File: src/rtl/sdram_writer.sv
`default_nettype none
// ============================================================================
// Module   : sdram_writer
// Purpose  : Avalon-MM burst write master that streams 64-bit pixel words into
//            the SDRAM frame buffer through a show-ahead FIFO.
// Revision : 1.0 - initial release
// ============================================================================
module sdram_writer #(
    parameter int          SDRAM_DATA_WIDTH = 64,
    parameter logic [28:0] BASE_ADDR        = 29'h400_0000,
    parameter logic [31:0] FRAME_WORDS      = 32'hFD200,
    parameter int          BURST_LEN        = 8,
    parameter int          FIFO_DEPTH       = 32
) (
    input  logic                          sdram_clk,
    input  logic                          rst,
    input  logic                          enable_i,
    input  logic [SDRAM_DATA_WIDTH-1:0]   pixel_data_i,
    input  logic                          pixel_valid_i,
    output logic                          pixel_ready_o,
    output logic [28:0]                   sdram_address_o,
    output logic [7:0]                    sdram_burstcount_o,
    input  logic                          sdram_waitrequest_i,
    output logic [SDRAM_DATA_WIDTH-1:0]   sdram_writedata_o,
    output logic [SDRAM_DATA_WIDTH/8-1:0] sdram_byteenable_o,
    output logic                          sdram_write_o,
    output logic                          frame_done_o,
    output logic                          frame_ready_o
);

    localparam int                 c_PTR_W     = $clog2(FIFO_DEPTH);
    localparam int                 c_CNT_W     = c_PTR_W + 1;
    localparam logic [c_CNT_W-1:0] c_FULL      = c_CNT_W'(FIFO_DEPTH);
    localparam logic [c_CNT_W-1:0] c_BURST_CNT = c_CNT_W'(BURST_LEN);
    localparam logic [7:0]         c_LAST_BEAT = 8'(BURST_LEN - 1);
    localparam logic [28:0]        c_LAST_BURST_ADDR =
        BASE_ADDR + FRAME_WORDS[28:0] - 29'(BURST_LEN);

    typedef enum logic [0:0] {
        S_IDLE  = 1'b0,
        S_BURST = 1'b1
    } state_t;

    state_t                      r_state;
    state_t                      w_state_nxt;

    logic [SDRAM_DATA_WIDTH-1:0] r_mem [FIFO_DEPTH];
    logic [c_PTR_W-1:0]          r_wr_ptr;
    logic [c_PTR_W-1:0]          r_rd_ptr;
    logic [c_CNT_W-1:0]          r_count;
    logic                        r_ready_en;
    logic [7:0]                  r_beat;
    logic [28:0]                 r_addr;
    logic                        r_frame_done;
    logic                        r_frame_ready;

    logic                        w_full;
    logic                        w_push;
    logic                        w_pop;
    logic                        w_last_beat;

    // Ready is held low through reset and rises on the first clock after it.
    assign w_full        = (r_count == c_FULL);
    assign pixel_ready_o = r_ready_en & ~w_full;
    assign w_push        = pixel_valid_i & pixel_ready_o;
    assign w_pop         = sdram_write_o & ~sdram_waitrequest_i;
    assign w_last_beat   = w_pop & (r_beat == c_LAST_BEAT);

    assign sdram_write_o      = (r_state == S_BURST);
    assign sdram_address_o    = r_addr;
    assign sdram_burstcount_o = 8'(BURST_LEN);
    assign sdram_writedata_o  = r_mem[r_rd_ptr];
    assign sdram_byteenable_o = '1;
    assign frame_done_o       = r_frame_done;
    assign frame_ready_o      = r_frame_ready;

    always_ff @(posedge sdram_clk or posedge rst) begin
        if (rst) begin
            r_state <= S_IDLE;
        end else begin
            r_state <= w_state_nxt;
        end
    end

    // A burst starts only with a full burst buffered, so write never gaps.
    always_comb begin
        w_state_nxt = r_state;
        case (r_state)
            S_IDLE: begin
                if (enable_i && (r_count >= c_BURST_CNT)) begin
                    w_state_nxt = S_BURST;
                end
            end
            S_BURST: begin
                if (w_last_beat) begin
                    w_state_nxt = S_IDLE;
                end
            end
            default: w_state_nxt = S_IDLE;
        endcase
    end

    always_ff @(posedge sdram_clk) begin
        if (w_push) begin
            r_mem[r_wr_ptr] <= pixel_data_i;
        end
    end

    always_ff @(posedge sdram_clk or posedge rst) begin
        if (rst) begin
            r_wr_ptr      <= '0;
            r_rd_ptr      <= '0;
            r_count       <= '0;
            r_ready_en    <= 1'b0;
            r_beat        <= '0;
            r_addr        <= BASE_ADDR;
            r_frame_done  <= 1'b0;
            r_frame_ready <= 1'b0;
        end else begin
            r_ready_en   <= 1'b1;
            r_frame_done <= 1'b0;
            if (w_push) begin
                r_wr_ptr <= r_wr_ptr + c_PTR_W'(1);
            end
            if (w_pop) begin
                r_rd_ptr <= r_rd_ptr + c_PTR_W'(1);
                r_beat   <= w_last_beat ? 8'd0 : r_beat + 8'd1;
            end
            case ({w_push, w_pop})
                2'b10:   r_count <= r_count + c_CNT_W'(1);
                2'b01:   r_count <= r_count - c_CNT_W'(1);
                default: r_count <= r_count;
            endcase
            if (w_last_beat) begin
                if (r_addr == c_LAST_BURST_ADDR) begin
                    r_addr        <= BASE_ADDR;
                    r_frame_done  <= 1'b1;
                    r_frame_ready <= 1'b1;
                end else begin
                    r_addr <= r_addr + 29'(BURST_LEN);
                end
            end
        end
    end

endmodule
`default_nettype wire

File: config.mk
export PLATFORM = sky130hd
export DESIGN_NAME = sdram_writer
export DESIGN_NICKNAME = d
export VERILOG_FILES = /design/src/rtl/sdram_writer.sv
export SDC_FILE = /design/constraint.sdc
export NUM_CORES = 2
export LEC_CHECK = 0
export ABC_CLOCK_PERIOD_IN_PS = 4400
export CAP_MARGIN = 15
export CORE_MARGIN = 2
export CORE_UTILIZATION = 55
export DETAILED_ROUTE_END_ITERATION = 12
export PLACE_DENSITY = 0.78
export SYNTH_ARGS = -nofsm -noshare
export SYNTH_HDL_FRONTEND = slang
export SYNTH_SLANG_ARGS = --single-unit
File: constraint.sdc
create_clock -name sdram_clk -period 4.4 [get_ports sdram_clk]
set_clock_uncertainty 0.15 [all_clocks]
set_input_delay 0.88 -clock sdram_clk [delete_from_list [all_inputs] [get_ports sdram_clk]]
set_output_delay 0.88 -clock sdram_clk [all_outputs]
set_load 0.02 [all_outputs]
# Word level (Yosys, flattened, before mapping)

Memories as Yosys holds them, arrays and structs flattened.
Cells that the tools add are included.

Memories: 1
Output and inout port bits: 113
Logic and storage cells: 42
Register bits after elaboration: 57
RAM bits: 2048

Equality and inequality tests: 5
Bitwise gates (word level): 7
Multiplexer cells: 10
Reductions and logical operators: 3
Order comparisons: 1
$add $sub $neg: 6

Memories:

| name  | words | width | read ports | clocked after Yosys merged registers in | wr ports | line | text |
|---|---|---|---|---|---|---|---|
| r_mem | 32    | 64    | 1          | 0                                       | 1        | 47   | `logic [SDRAM_DATA_WIDTH-1:0] r_mem [FIFO_DEPTH];` |

Operators with widths:

| cell                  | count |
|---|---|
| $add 29x4->29 const B | 1 |
| $eq 29x27->1 const B  | 1 |
| $mux 29               | 1 |
| $pmux 6 s2            | 1 |
| $add 5x1->5 const B   | 2 |
| $add 8x1->8 const B   | 1 |
| $eq 8x3->1 const B    | 1 |
| $mux 8                | 1 |
| $add 6x1->6 const B   | 1 |
| $eq 6x6->1 const B    | 1 |
| $ge 6x4->1 const B    | 1 |
| $mux 1                | 6 |
| $sub 6x1->6 const B   | 1 |
| $and 1x1->1           | 4 |
| $not 1->1             | 3 |
| $eq 2x1->1 const B    | 1 |
| $eq 2x2->1 const B    | 1 |
| $pmux 1 s2            | 1 |
| $reduce_and 2->1      | 1 |
| $reduce_bool 2->1     | 1 |
| $logic_and 1x1->1     | 1 |

# Logic depth before layout (Yosys ltp)

Word-level depth: 6
Mapped depth: 12

# Least setup slack after synthesis

No wires, ideal clock.

Path type: input to register
Start point: input pixel_valid_i
End point: memory r_mem[31][0] (enable)
Stages: 5
Arrival: 4.224 ns
Slack: -0.461 ns
Required time: 3.763 ns
Path buffers: 1
Path through: nand2_1 -> a31oi_2 -> nand2_1 -> buf_2 -> nor2_1

Cells in the longest elaborated chain, start to end: 3

Ends and longest elaborated chain:

| what                         | line | text |
|---|---|---|
| start, declared              | 19   | `input logic pixel_valid_i,` |
| $and 1x1->1                  | 65   | `assign w_push = pixel_valid_i & pixel_ready_o;` |
| $mux 1                       | 104  | `if (w_push) begin` |
| $mux 1 (implied by the code) | 105  | `r_mem[r_wr_ptr] <= pixel_data_i;` |
| end, declared                | 47   |  |

Every way passes these cells.

# Worst setup path after layout

Start point: register r_rd_ptr[1]
End point: output sdram_writedata_o[60]

Cells in the longest elaborated chain, start to end: 1

Ends and longest elaborated chain:

| what                   | line | text |
|---|---|---|
| start, declared        | 49   | `logic [c_PTR_W-1:0] r_rd_ptr;` |
| start signal, assigned | 126  | `r_rd_ptr <= r_rd_ptr + c_PTR_W'(1);` |
| $mem_v2 32x64          | --   |  |
| end, declared          | 24   | `output logic [SDRAM_DATA_WIDTH-1:0] sdram_writedata_o,` |

Every way passes these cells.

==> run metrics <==
DRT Wirelength 207000 um; Clock Tree Root clkbuf_16; worst hold margin 0.220 ns; Seq/Total Area, Yosys 0.778; drt wl/cell about 34 um; Initial DRC Count around 5200; fin crit share 1.03; DIE WIDTH 387 um; RSZ-0062 raised after global routing true; Setup crit start kind register; setup violators final 7; drt pass-1 iters 6; antenna violations before repair 8; drc violations 0; Slew Viols, Final 0; Hold Path Class input port to async pin; Max Fclk 221 MHz; CTS H-tree lvls 4; core region area between 100000 and 150000 um2; Post-DRT Antenna Nets 0; Pleak 0.0306 uW; RePlAce Congestion 0.751; Synth async-reset ratio 0.0257; CP required 3.37 ns; CTS tree done; Post-Synthesis Cells between 3000 and 4000; total clock buffers created by CTS 198; Finished Layout Cells 6072; Clk Latency, worst-skew pair 0.84 ns; vias in the first global route around 41000; placed cell count 5632; CTS sink cnt ~2100; final setup margin -0.120 ns; power per cell area 636 nW/um2; area occupied by registers between 60000 and 70000 um2; post-synthesis register bit count 2102; status complete, but fails checks; Yosys cell types 56; Data arrival, critical path 3.49 ns; failing checks negative setup slack; Max Cap Violations 0; Mean Syn Cell Area 22.6 um2; Synth Cell Area 80700 um2; Vias 41100; Die H a little under 400 um; total grt overflow 0; share of cells above drive strength 1 0.303; row cnt 140; hold buffer count at cts 0; die footprint 150000 um2; Peak VDD IR 0.573 mV; GRT Total Usage 0.266; Starting Density 0.554; Ports 182; Slew @ Worst Pin 1.37 ns; Synth Flop Type edfxtp_1; area growth from synthesis to layout 17.2%; Slew HR 0.0804; post-DP HPWL 99500 um; clock buffer depth 3; # port buffers 162; global-route wire length before repair around 290000 um; Yosys warnings 0; number of synthesized flops with an enable pin 2048; area of the multi-input gates 18100 um2; DR vias/cell between 6 and 7; Crit Path Max Fanout 26; Hold Violations, Final 0; Clock Pin Slew Worst Setup and Hold Paths 0.07 ns; fillers 8860; Crit Path Class register to primary output; minimum clock period about 4.5 ns; Net count, final around 4100; Setup crit end kind primary output; largest net degree at the start of global routing 54
[cells by family after synthesis]
| kind of cell | count (synthesis) | share of synthesized area |
|---|---|---|
| mux | 772 | 0.165 |
| compound gates | 219 | 0.0227 |
| fa+ha+maj | 10 | 0.00155 |
| xor+xnor | 44 | 0.00477 |
| simple gates | 194 | 0.0125 |
| flops | 2102 | 0.778 |
| other cells | 2 | 0.0000930 |
| buf+inv | 226 | 0.0151 |
[path summary, 6_finish.rpt]
check	start	to	slack [ns]	depth (start not counted)
hold reg to reg	r_beat[7]$_DFFE_PP0P_	r_beat[7]$_DFFE_PP0P_	0.33	1
hold / removal	rst	r_rd_ptr[2]$_DFFE_PP0P_	0.22	2
setup / recovery	r_rd_ptr[1]$_DFFE_PP0P_	sdram_writedata_o[60]	-0.12	9
min in group sdram_clk	r_beat[7]$_DFFE_PP0P_	r_beat[7]$_DFFE_PP0P_	0.33	1
setup reg to reg	r_count[1]$_DFFE_PP0P_	r_count[4]$_DFFE_PP0P_	1.47	11
max in group asynchronous	rst	r_beat[4]$_DFFE_PP0P_	3.09	4
[sequential cells by signal, summed over array words and instances (netlist names)]
register / flops
sdram_write_o: 1
r_rd_ptr: 5
frame_done_o: 1
r_mem: 2048
r_ready_en: 1
frame_ready_o: 1
r_count: 6
sdram_address_o: 26
r_beat: 8
r_wr_ptr: 5
[layout make-up]
type | count | share of cell area
clock buffers | 256 | 0.0553
clock inverters | 105 | 0.0109
diodes | 4 | 0.000106
multi-input cells | 1260 | 0.191
repair buffers | 421 | 0.0528
inverters | 7 | 0.000278
well taps | 1917 | 0.0253
flip-flops and latches | 2102 | 0.664
[through the flow]
stage	TNS, ns	setup slack, ns	util	total power (uW)	cell area, um2
global placement	0	0.347	0.591	40600	86200
floorplan	-894.71	-0.461	-	34600	80800
CTS	-0.902	-0.114	0.642	58700	93600
detailed placement	0	0.273	0.591	40900	86200
global route	-0.965	-0.139	0.649	61900	94600
finish	-0.219	-0.120	0.649	60200	94600
[cells in the final DEF, fill, tap and decap left out, drive strengths merged, types with 7 or more instances in the layout]
| cell | synthesis | routed |
|---|---|---|
| edfxtp | 2048 | 2048 |
| mux4 | 443 | 443 |
| mux2i | 293 | 293 |
| buf | 149 | 278 |
| clkbuf | 70 | 277 |
| clkdlybuf4s50 | 0 | 98 |
| nor2 | 93 | 93 |
| a221oi | 91 | 91 |
| clkinv | 0 | 73 |
| o221ai | 63 | 63 |
| dfrtp | 53 | 53 |
| mux2 | 36 | 36 |
| a211oi | 31 | 31 |
| xnor2 | 29 | 29 |
| nand2 | 24 | 24 |
| conb | 2 | 20 |
| inv | 7 | 17 |
| xor2 | 15 | 15 |
| bufinv | 0 | 15 |
| nand3 | 15 | 15 |
| and3 | 11 | 11 |
| clkdlybuf4s15 | 0 | 11 |
| ha | 10 | 10 |
| nand4 | 9 | 9 |
| o21ai | 9 | 9 |
| nor2b | 8 | 9 |
| dlygate4sd2 | 0 | 8 |
| and4 | 7 | 7 |
| clkinvlp | 0 | 7 |
[cell usage after synthesis (3+ instances only)]
library cell	n	area (um2)
a2111oi_2	5	75.1
a211oi_1	31	233
a21oi_1	5	25.0
a221oi_1	91	797
a31oi_1	4	25.0
and3_1	10	62.6
and4_1	7	61.3
buf_1	9	33.8
buf_2	82	410
buf_4	45	338
buf_6	13	146
clkbuf_1	70	263
dfrtp_1	53	1330
edfxtp_1	2048	61500
ha_1	10	125
inv_1	6	22.5
mux2_2	36	405
mux2i_1	293	2930
mux4_2	443	9980
nand2_1	23	86.3
nand2b_1	3	18.8
nand3_1	14	70.1
nand3b_1	3	22.5
nand4_1	9	56.3
nor2_1	84	315
nor2_2	9	56.3
nor2b_1	8	50.1
nor4b_1	3	26.3
o21ai_0	9	45.0
o221ai_1	63	552
o22ai_1	5	31.3
or3_1	4	25.0
xnor2_1	29	254
xor2_1	15	131
[critical path, stage by stage, from the launching register on]
cell      delay (ns)
dfrtp_4         0.52
buf_12          0.22
buf_16          0.24
buf_6           0.20
mux4_2          0.36
mux2_4          0.30
a221oi_4        0.33
a221oi_2        0.11
buf_4           0.23
buf_6           0.13
[metal layers]
layer	vias to the layer above	routed length, um	GRT usage
met5	-	43	0
met4	6	7130	0.0928
met3	517	21300	0.0537
met2	2968	104000	0.433
met1	21600	74800	0.363
li1	16000	-	-
[where the power goes]
group / switching, uW / internal, uW
sequential: 408 / 22700
combinational: 11100 / 9250
clock: 7430 / 9300
[what timing repair did]
item / 4_1_cts / 5_1_grt
resized for setup: 273 / 136
cloned: 10 / 9
pin swaps: 7 / 14
buffers inserted: 24 / 31
setup endpoints to repair: 64 / 59
Note: power is estimated with default switching activity, not from simulation.
